## src/rtl/asteroid_pkg.sv

```systemverilog
// Shared types and constants for the asteroid spawn blocks and other
// randomised game logic.
package asteroid_pkg;

    typedef enum logic [2:0] {
        IDLE,
        BURST_WAIT,
        OFFER,
        HOLD,
        ROLL
    } state_e;

    localparam logic [15:0] LFSR_TAPS      = 16'hB400;
    localparam logic [15:0] LFSR_SEED_DFLT = 16'hACE1;

    localparam logic [7:0]  RAMP_STEP  = 8'd16;
    localparam int          RAMP_EVERY = 4;

    function automatic logic [7:0] sat_add8(input logic [7:0] a, input logic [7:0] b);
        logic [8:0] sum;
        sum = {1'b0, a} + {1'b0, b};
        return sum[8] ? 8'hFF : sum[7:0];
    endfunction

endpackage

```

## src/rtl/asteroid_spawner_if.sv

```systemverilog
// Spawn offer channel between the spawner (master) and the asteroid allocator (slave).
interface asteroid_spawner_if #(
    parameter int LANE_W = 2
);
    logic              spawn_valid;
    logic [LANE_W-1:0] spawn_lane;
    logic              spawn_ready;

    modport master (
        output spawn_valid,
        output spawn_lane,
        input  spawn_ready
    );

    modport slave (
        input  spawn_valid,
        input  spawn_lane,
        output spawn_ready
    );
endinterface

```

## src/rtl/asteroid_lfsr.sv

```systemverilog
// Free-running 16-bit Galois LFSR; loads its seed on reset and shifts every cycle.
// A zero seed would lock up, so it is swapped for the package default.
module asteroid_lfsr
    import asteroid_pkg::*;
#(
    parameter logic [15:0] SEED = 16'hACE1
) (
    input  logic        clk,
    input  logic        rst,
    output logic [15:0] lfsr
);

    localparam logic [15:0] SEED_EFF = (SEED == 16'h0000) ? LFSR_SEED_DFLT : SEED;

    logic [15:0] lfsr_q;
    logic [15:0] lfsr_d;

    always_comb begin
        lfsr_d = {1'b0, lfsr_q[15:1]};
        if (lfsr_q[0]) begin
            lfsr_d = lfsr_d ^ LFSR_TAPS;
        end
    end

    always_ff @(posedge clk or negedge rst) begin
        if (!rst) begin
            lfsr_q <= SEED_EFF;
        end else begin
            lfsr_q <= lfsr_d;
        end
    end

    assign lfsr = lfsr_q;

endmodule

```

## src/rtl/asteroid_spawner.sv

```systemverilog
// Asteroid spawn scheduler: an initial burst of spawns, then periodic LFSR rolls.
// Defining ASTEROID_SPAWN_RAMP_EN adds a difficulty ramp on the roll threshold.
module asteroid_spawner
    import asteroid_pkg::*;
#(
    parameter int          N_LANES     = 4,
    parameter int          BURST_COUNT = 5,
    parameter int          BURST_GAP   = 12500000,
    parameter int          HOLD_DELAY  = 50000000,
    parameter int          CNT_W       = 32,
    parameter int          MAX_LIVE    = 8,
    parameter logic [15:0] SEED        = 16'hACE1
) (
    input  logic               clk,
    input  logic               rst,
    input  logic               enable,
    input  logic [7:0]         prob_thresh,
    input  logic [7:0]         live_count,
    output logic               burst_done,
    asteroid_spawner_if.master spawn
);

    localparam int               LANE_W       = $clog2(N_LANES);
    localparam logic [CNT_W-1:0] BURST_RELOAD = CNT_W'(BURST_GAP - 1);
    localparam logic [CNT_W-1:0] HOLD_RELOAD  = CNT_W'(HOLD_DELAY - 1);
    localparam logic [7:0]       BURST_CNT_L  = 8'(BURST_COUNT);
    localparam logic [7:0]       MAX_LIVE_L   = 8'(MAX_LIVE);

    state_e             state_q, state_d;
    logic [CNT_W-1:0]   timer_q, timer_d;
    logic [7:0]         burst_cnt_q, burst_cnt_d;
    logic [LANE_W-1:0]  lane_q, lane_d;
    logic               valid_q, valid_d;
    logic               burst_done_q, burst_done_d;

    logic [15:0]        lfsr;
    logic [7:0]         eff_thresh;
    logic               accept;
    logic               roll_fire;
    logic               unused_lfsr_bits;

    asteroid_lfsr #(
        .SEED (SEED)
    ) u_lfsr (
        .clk  (clk),
        .rst  (rst),
        .lfsr (lfsr)
    );

    // Only the lane slice and the roll byte are consumed here.
    assign unused_lfsr_bits = ^lfsr;

`ifdef ASTEROID_SPAWN_RAMP_EN
    logic [7:0] ramp_q, ramp_d;
    logic [1:0] ramp_cnt_q, ramp_cnt_d;
    logic       steady_accept;

    // Burst spawns never count towards the ramp; only post-burst acceptances do.
    assign steady_accept = accept && (burst_cnt_q == BURST_CNT_L);

    always_comb begin
        ramp_d     = ramp_q;
        ramp_cnt_d = ramp_cnt_q;
        if (steady_accept) begin
            if (ramp_cnt_q == 2'(RAMP_EVERY - 1)) begin
                ramp_cnt_d = 2'd0;
                ramp_d     = sat_add8(ramp_q, RAMP_STEP);
            end else begin
                ramp_cnt_d = ramp_cnt_q + 2'd1;
            end
        end
    end

    always_ff @(posedge clk or negedge rst) begin
        if (!rst) begin
            ramp_q     <= 8'd0;
            ramp_cnt_q <= 2'd0;
        end else begin
            ramp_q     <= ramp_d;
            ramp_cnt_q <= ramp_cnt_d;
        end
    end

    assign eff_thresh = sat_add8(prob_thresh, ramp_q);
`else
    assign eff_thresh = prob_thresh;
`endif

    assign accept    = valid_q && spawn.spawn_ready;
    assign roll_fire = (lfsr[7:0] < eff_thresh) && (live_count < MAX_LIVE_L);

    always_comb begin
        state_d     = state_q;
        timer_d     = timer_q;
        burst_cnt_d = burst_cnt_q;
        lane_d      = lane_q;

        unique case (state_q)
            IDLE: begin
                if (enable) begin
                    if (burst_cnt_q == BURST_CNT_L) begin
                        state_d = HOLD;
                        timer_d = HOLD_RELOAD;
                    end else begin
                        state_d = BURST_WAIT;
                        timer_d = BURST_RELOAD;
                    end
                end
            end

            BURST_WAIT: begin
                if (!enable) begin
                    state_d = IDLE;
                    timer_d = '0;
                end else if (timer_q == '0) begin
                    state_d = OFFER;
                    lane_d  = lfsr[15 -: LANE_W];
                end else begin
                    timer_d = timer_q - CNT_W'(1);
                end
            end

            // Once offered, a spawn is held until accepted even if enable drops.
            OFFER: begin
                if (accept) begin
                    if (burst_cnt_q < BURST_CNT_L) begin
                        burst_cnt_d = burst_cnt_q + 8'd1;
                    end
                    if (!enable) begin
                        state_d = IDLE;
                        timer_d = '0;
                    end else if (burst_cnt_d == BURST_CNT_L) begin
                        state_d = HOLD;
                        timer_d = HOLD_RELOAD;
                    end else begin
                        state_d = BURST_WAIT;
                        timer_d = BURST_RELOAD;
                    end
                end
            end

            HOLD: begin
                if (!enable) begin
                    state_d = IDLE;
                    timer_d = '0;
                end else if (timer_q == '0) begin
                    state_d = ROLL;
                end else begin
                    timer_d = timer_q - CNT_W'(1);
                end
            end

            ROLL: begin
                if (!enable) begin
                    state_d = IDLE;
                    timer_d = '0;
                end else if (roll_fire) begin
                    state_d = OFFER;
                    lane_d  = lfsr[15 -: LANE_W];
                end else begin
                    state_d = HOLD;
                    timer_d = HOLD_RELOAD;
                end
            end

            default: begin
                state_d = IDLE;
                timer_d = '0;
            end
        endcase

        valid_d      = (state_d == OFFER);
        burst_done_d = (burst_cnt_d == BURST_CNT_L);
    end

    always_ff @(posedge clk or negedge rst) begin
        if (!rst) begin
            state_q      <= IDLE;
            timer_q      <= '0;
            burst_cnt_q  <= 8'd0;
            lane_q       <= '0;
            valid_q      <= 1'b0;
            burst_done_q <= 1'b0;
        end else begin
            state_q      <= state_d;
            timer_q      <= timer_d;
            burst_cnt_q  <= burst_cnt_d;
            lane_q       <= lane_d;
            valid_q      <= valid_d;
            burst_done_q <= burst_done_d;
        end
    end

    assign spawn.spawn_valid = valid_q;
    assign spawn.spawn_lane  = lane_q;
    assign burst_done        = burst_done_q;

endmodule

```

## src/flat_wrapper.sv

```systemverilog
// flat-port wrapper written by rule: the top's interface ports become plain ports
module asteroid_spawner_flat import asteroid_pkg::*;
#(
    parameter int          N_LANES     = 4,
    parameter int          BURST_COUNT = 5,
    parameter int          BURST_GAP   = 12500000,
    parameter int          HOLD_DELAY  = 50000000,
    parameter int          CNT_W       = 32,
    parameter int          MAX_LIVE    = 8,
    parameter logic [15:0] SEED        = 16'hACE1
)
  (clk, rst, enable, prob_thresh, live_count, burst_done, spawn_spawn_valid, spawn_spawn_lane, spawn_spawn_ready);
  asteroid_spawner_if #(.LANE_W(2)) spawn_i ();
  input  logic clk;
  input  logic rst;
  input  logic enable;
  input  logic [7:0] prob_thresh;
  input  logic [7:0] live_count;
  output logic burst_done;
  output wire logic [$bits(spawn_i.spawn_valid)-1:0] spawn_spawn_valid;
  output wire logic [$bits(spawn_i.spawn_lane)-1:0] spawn_spawn_lane;
  input wire logic [$bits(spawn_i.spawn_ready)-1:0] spawn_spawn_ready;
  assign spawn_spawn_valid = spawn_i.spawn_valid;
  assign spawn_spawn_lane = spawn_i.spawn_lane;
  assign spawn_i.spawn_ready = spawn_spawn_ready;
  asteroid_spawner #(.N_LANES(N_LANES), .BURST_COUNT(BURST_COUNT), .BURST_GAP(BURST_GAP), .HOLD_DELAY(HOLD_DELAY), .CNT_W(CNT_W), .MAX_LIVE(MAX_LIVE), .SEED(SEED)) u_core (.clk(clk), .rst(rst), .enable(enable), .prob_thresh(prob_thresh), .live_count(live_count), .burst_done(burst_done), .spawn(spawn_i));
endmodule
```

## config.mk

```make
export PLATFORM = sky130hd
export DESIGN_NAME = asteroid_spawner_flat
export DESIGN_NICKNAME = d
export VERILOG_FILES = /design/src/rtl/asteroid_pkg.sv /design/src/rtl/asteroid_spawner_if.sv /design/src/rtl/asteroid_lfsr.sv /design/src/rtl/asteroid_spawner.sv /design/src/flat_wrapper.sv
export SDC_FILE = /design/constraint.sdc
export NUM_CORES = 1
export LEC_CHECK = 0
export CORE_UTILIZATION = 50
export DETAILED_ROUTE_END_ITERATION = 7
export GPL_TIMING_DRIVEN = 0
export PLACE_DENSITY_LB_ADDON = 0.2
export SETUP_SLACK_MARGIN = 0.05
export SLEW_MARGIN = 0
export SYNTH_ARGS = -nofsm -noshare
export SYNTH_HDL_FRONTEND = slang
export SYNTH_SLANG_ARGS = --single-unit
```

## constraint.sdc

```tcl
create_clock -name clk -period 2.8 [get_ports clk]
set_input_delay 0.28 -clock clk [delete_from_list [all_inputs] [get_ports clk]]
set_output_delay 0.28 -clock clk [all_outputs]
set_load 0.005 [all_outputs]
```

======== Word level (Yosys, flattened, before mapping) ========
Cells that the tools add are included.
word-level totals
  register bits ........................... 63
  output and inout bits ................... 4
  logic and storage cells ................. 70
cells by class
  add/sub/neg operators ................... 2
  $lt $le $gt $ge ......................... 3
  equality and inequality tests ........... 16
  multiplexer cells ....................... 33
  bitwise operators ....................... 1
  reduce and logical (&&, ||, !) cells .... 8
operators by type and width
  operator               count
  $mux 32                7
  $pmux 32 s4            1
  $mux 26                2
  $mux 8                 5
  $logic_not 32->1       1
  $sub 32x1->32 const B  1
  $eq 8x3->1 const B     3
  $mux 3                 8
  $mux 16                1
  $pmux 3 s5             1
  $mux 2                 6
  $eq 3x2->1 const B     3
  $add 8x1->8 const B    1
  $lt 8x3->1 const B     1
  $lt 8x4->1 const B     1
  $lt 8x8->1             1
  $ne 2x1->1 const B     3
  $ne 2x2->1 const B     3
  $ne 3x3->1 const B     2
  $reduce_and 5->1       1
  $not 3->4              1
  $pmux 2 s2             1
  $reduce_and 4->1       1
  $eq 3x1->1 const B     1
  other kinds (6)        7

======== Longest topological paths before layout ========
  depth after elaboration ................. 10
  gate-level depth with buffers ........... 9
  gate-level depth less buffers ........... 8

======== Modules after synthesis ========
A second synthesis with hierarchy kept.
unflattened totals
  cells, all modules ...................... 384
  area total of the unflattened synthesis .. 3557.2 um^2
by module, submodules not included
  module            times used  cells an instance  area an instance (um^2)  seq. area each (um^2)
  asteroid_spawner  1           352                3022.9                   1176.1
  asteroid_lfsr     1           32                 534.3                    410.4

======== Worst setup path after synthesis ========
Ideal clock, no wire load.
  path type ............................... flip-flop to flip-flop
  from .................................... register u_core.burst_cnt_q[0]
  to ...................................... register u_core.timer_q[14]
  setup time .............................. 0.083 ns
  arrival ................................. 2.114 ns
  setup slack ............................. 0.603 ns
  stages on the path, launching flop included .. 9
  path buffers ............................ 0
  period minus slack after synthesis ...... 2.197 ns
  path through ............................ dfrtp_1 > inv_1 > ha_1 > or4bb_1 > o211ai_1 > nand4_1 > a31oi_1 > a21oi_1 > o21ai_0
between the ends
  longest elaborated chain between the ends .. 9
  elaborated cells between the ends (all ways) .. 13
  classes of those cells .................. add/sub (1); order compare (1); eq/ne (2); mux (9)
RTL lines
  element                                    RTL line                                          RTL
  from (decl)                                asteroid_spawner.sv:31                            logic [7:0] burst_cnt_q, burst_cnt_d;
  from (signal assigned)                     asteroid_spawner.sv:187                           burst_cnt_q <= burst_cnt_d;
  $add 8x1->8 or $lt 8x3->1 (tied branches)  asteroid_spawner.sv:127, asteroid_spawner.sv:126
  $mux 8                                     asteroid_spawner.sv:126                           if (burst_cnt_q < BURST_CNT_L) begin
  $mux 8                                     asteroid_spawner.sv:125                           if (accept) begin
  $mux 8                                     asteroid_spawner.sv:98                            unique case (state_q)
  $eq 8x3->1                                 asteroid_spawner.sv:132                           end else if (burst_cnt_d == BURST_CNT_L) begin
  $mux 26                                    asteroid_spawner.sv:132
  $mux 32                                    asteroid_spawner.sv:129                           if (!enable) begin
  $mux 32                                    asteroid_spawner.sv:125
  $pmux 32 s4 *                              asteroid_spawner.sv:98
  to (signal assigned)                       asteroid_spawner.sv:186                           timer_q <= timer_d;
  to (decl)                                  asteroid_spawner.sv:30                            logic [CNT_W-1:0] timer_q, timer_d;
Mark *: on every way between the ends. The rest lies on a longest branch, timed or not. The select of a mux whose other input is x is not followed.
A chain may end at the register's enable or synchronous reset.

======== Final worst setup path ========
Same ends and word-level chain as after synthesis.

==> qor.csv <==
stage;metric;value;unit
run_status;status;completed;
timing;endpoints failing setup;0;
die;area of the die;7840;sq um
worst_setup_path;CP Capture Type;register;
layout;fin util;59.7;%
layout;share of cells above drive strength 1;12.8;%
layout;number of fill cells;627;
global_route;first-pass GRT wire length;15.4;mm
timing;Max Slew Vio Count;0;
worst_setup_path;Critical Path RT;3.06;ns
logic_synthesis;share of the yosys chip area belonging to registers;42.4;%
cts;worst-skew pair later-pin latency;0.35;ns
routing;First-pass DRT Iterations;4;
timing;final setup margin;0.249;ns
logic_synthesis;Yosys reg bits;63;
worst_setup_path;critical path fanouts, max;7;
die;die height;88.6;um
logic_synthesis;Yosys cell types;68;
layout;nets@finish;472;
timing;Setup Skew;0.00689;ns
logic_synthesis;Cell Area, Synth;3750;sq um
worst_setup_path;Worst EP arrival;2.81;ns
global_route;initial antenna violation count;0;
worst_setup_path;critical path's top delay family;compound AO/OA/AOI/OAI gates;
routing;vias per inst;6.23;
pwr;Pwr Density;571;nW/um^2
cts;H-Tree Level Count;3;
cts;CTS root buf;clkbuf_8;
placed_design;gp weighted congestion;0.924;
die;Core Area;7250;sq um
timing;Rel. slew slack;47.9;%
timing;fin crit period;2.55;ns
die;Initial Util;51.6;%
global_route;GRT Util Overall;26.3;%
logic_synthesis;Post-synth EDFFs;0;
worst_setup_path;Worst Reg-to-Reg Cells;8;
routing;drt initial violations;292;
routing;DRC;0;
layout;Non-Filler Instances;544;
logic_synthesis;Syn. warnings;0;
worst_setup_path;CP cell instances;inv_1, ha_1, or4bb_1, o211ai_1, nand4_1, a31oi_4, a21oi_1, o21ai_0;
layout;ant diodes;0;
routing;drt wl/cell;17.3;um
cts;CTS tree;done;
placed_design;post-placement setup slack;0.0459;ns
logic_synthesis;fraction of registers with async set/reset;100;%
min_path;Hold/Removal Path Class;in -> async;
timing;Fin. Hold Viols;0;
die;Horiz. Die Dim;88.6;um
job;maxcap violations;0;
worst_setup_path;critical path class;reg -> reg;
pwr;Peak supply drop;283;uV
logic_synthesis;Most used DFF post-synth;dfrtp_1;
logic_synthesis;net count after synthesis;441;
die;Ports;24;
global_route;grt ovf;0;
placed_design;dpl hpwl;6.56;mm
logic_synthesis;Area contributors post-synth;dfrtp_1 (37%), dfstp_2 (5.6%), o21ai_0 (5.1%);
worst_setup_path;Crit path buffers/inverters;1;
cts;TritonCTS Sinks;63;
cts;TritonCTS Buffers;9;
logic_synthesis;count leader, synth;dfrtp_1;
logic_synthesis;area leader, netlist;dfrtp_1;
worst_setup_path;Levels on crit path;8;
cts;setup bufs post-CTS;0;
layout;P&R area growth vs syn;15.5;%
placed_design;dpl cells;528;
routing;wirelength, routed;9.39;mm
routing;Routed Antenna Nets;0;
die;num rows;31;
logic_synthesis;post-synthesis cell count;409;
timing;RSZ-0062 raised after global routing;false;
timing;Slew @ Worst Pin;0.782;ns
routing;routed vias;3390;
cts;Max clock buf depth;2;
timing;period utilisation layout;91.1;%
placed_design;I/O Buffers;20;
pwr;LEAKAGE;1.83;nW
cts;Reg clk slew, reported paths;0.08;ns
timing;fmax;392;MHz
logic_synthesis;top-area cell type share of the netlist area;36.7;%
worst_setup_path;CP Launch Type;register;
worst_setup_path;worst-path cell with the longest stage delay;or4bb_1;
logic_synthesis;Commonest cells post-synth;dfrtp_1 (55), nor2_1 (39), o21ai_0 (38);
worst_setup_path;Max stage delay on crit path;0.48;ns
global_route;largest net degree at the start of global routing;64;
global_route;vias in the first global route;3118;
logic_synthesis;Avg Cell Area, Syn;9.16;sq um
flip-flops by register name, summed over array words and instances, names as in the netlist:
register / flops
u_core.timer_q: 32
u_core.u_lfsr.lfsr: 16
u_core.burst_cnt_q: 8
u_core.state_q: 3
u_core.spawn.spawn_lane: 2
u_core.burst_done: 1
u_core.spawn.spawn_valid: 1
path summary, 6_finish.rpt:
path                                  startpoint                     to  slack, ns
setup / recovery           u_core.burst_cnt_q[0]     u_core.timer_q[14]       0.25
hold / removal                               rst  u_core.u_lfsr.lfsr[3]      0.009
setup reg to reg           u_core.burst_cnt_q[0]     u_core.timer_q[14]       0.25
hold reg to reg            u_core.u_lfsr.lfsr[8]  u_core.u_lfsr.lfsr[7]       0.36
max in group asynchronous                    rst     u_core.timer_q[26]       2.28
min in group clk           u_core.u_lfsr.lfsr[8]  u_core.u_lfsr.lfsr[7]       0.36
report_power, final:
group | internal (W) | switching, W
clock | 0.000594 | 0.000384
sequential | 0.000972 | 0.0000754
combinational | 0.000160 | 0.000286
worst reg2reg max path: stages, from the launching register on:
cell      delay, ns
dfrtp_1        0.45
inv_1          0.10
ha_1           0.36
or4bb_1        0.48
o211ai_1       0.26
nand4_1        0.20
a31oi_4        0.37
a21oi_1        0.08
o21ai_0        0.17
routing by layer:
metal | global-route usage [%] | share of wire (%) | vias to the layer above | wire, um
met5 | 0 | 0 | - | 0
met4 | 10.6 | 1.5 | 0 | 138
met3 | 4.66 | 7.0 | 15 | 656
met2 | 39.8 | 46 | 152 | 4290
met1 | 37.3 | 46 | 1628 | 4310
li1 | - | - | 1595 | -
kinds of logic (layout without fill, tap and decap cells):
logic type               Yosys count  in the layout  synth area share (%)
XOR/XNOR                           4              4                 0.935
AND/OR/NAND/NOR                  155            155                  25.1
multiplexers                       1              1                 0.267
adder cells (fa/ha/maj)           12             12                  4.01
buffers and inverters             36             72                  4.41
flip-flops                        63             63                  42.4
AO/OA/AOI/OAI                    138            138                  22.9
layout by cell type, fill, tap and decap left out, types with 5 or more instances in the layout:
cell and n:
nand3_1 19, inv_1 13, clkbuf_1 15, a211oi_1 5, a21oi_1 32, o21ai_0 38, and3_1 5, nor2_1 39
o21ai_1 13, or3_1 6, nor3_1 14, nor4_1 5, nand4_1 6, nand2_1 20, a31oi_1 12, ha_1 12
clkbuf_8 9, dfstp_2 8, dfrtp_1 55, o31ai_1 8, clkdlybuf4s50_1 19
metrics by stage:
step	TNS [ns]	hold slack [ns]	power (W)	instance area, sq um
6_report	0	0.00904	0.00247	4330
5_1_grt	0	0.0767	0.00259	4330
4_1_cts	0	0.0348	0.00248	4310
3_5_place_dp	0	0.338	0.00150	4070
3_3_place_gp	-33.98	0.337	0.00149	4070
2_1_floorplan	0	-0.0156	0.00135	3750
layout make-up:
| class | instances | area (sq um) | share of cell area [%] |
|---|---|---|---|
| plain buffers | 23 | 116 | 2.69 |
| clock buffers | 9 | 124 | 2.86 |
| clock inverters | 7 | 120 | 2.78 |
| inverters | 13 | 48.8 | 1.13 |
| multi-input cells | 310 | 2010 | 46.4 |
| flip-flops and latches | 63 | 1590 | 36.7 |
| well taps | 99 | 124 | 2.86 |
| repair buffers | 20 | 198 | 4.57 |
what timing repair did:
action                                  4_1_cts  5_1_grt
gates resized for setup                       0        2
hold buffers                                  0        0
endpoints found under the setup margin        0        5
(Power assumes the default switching activity.)
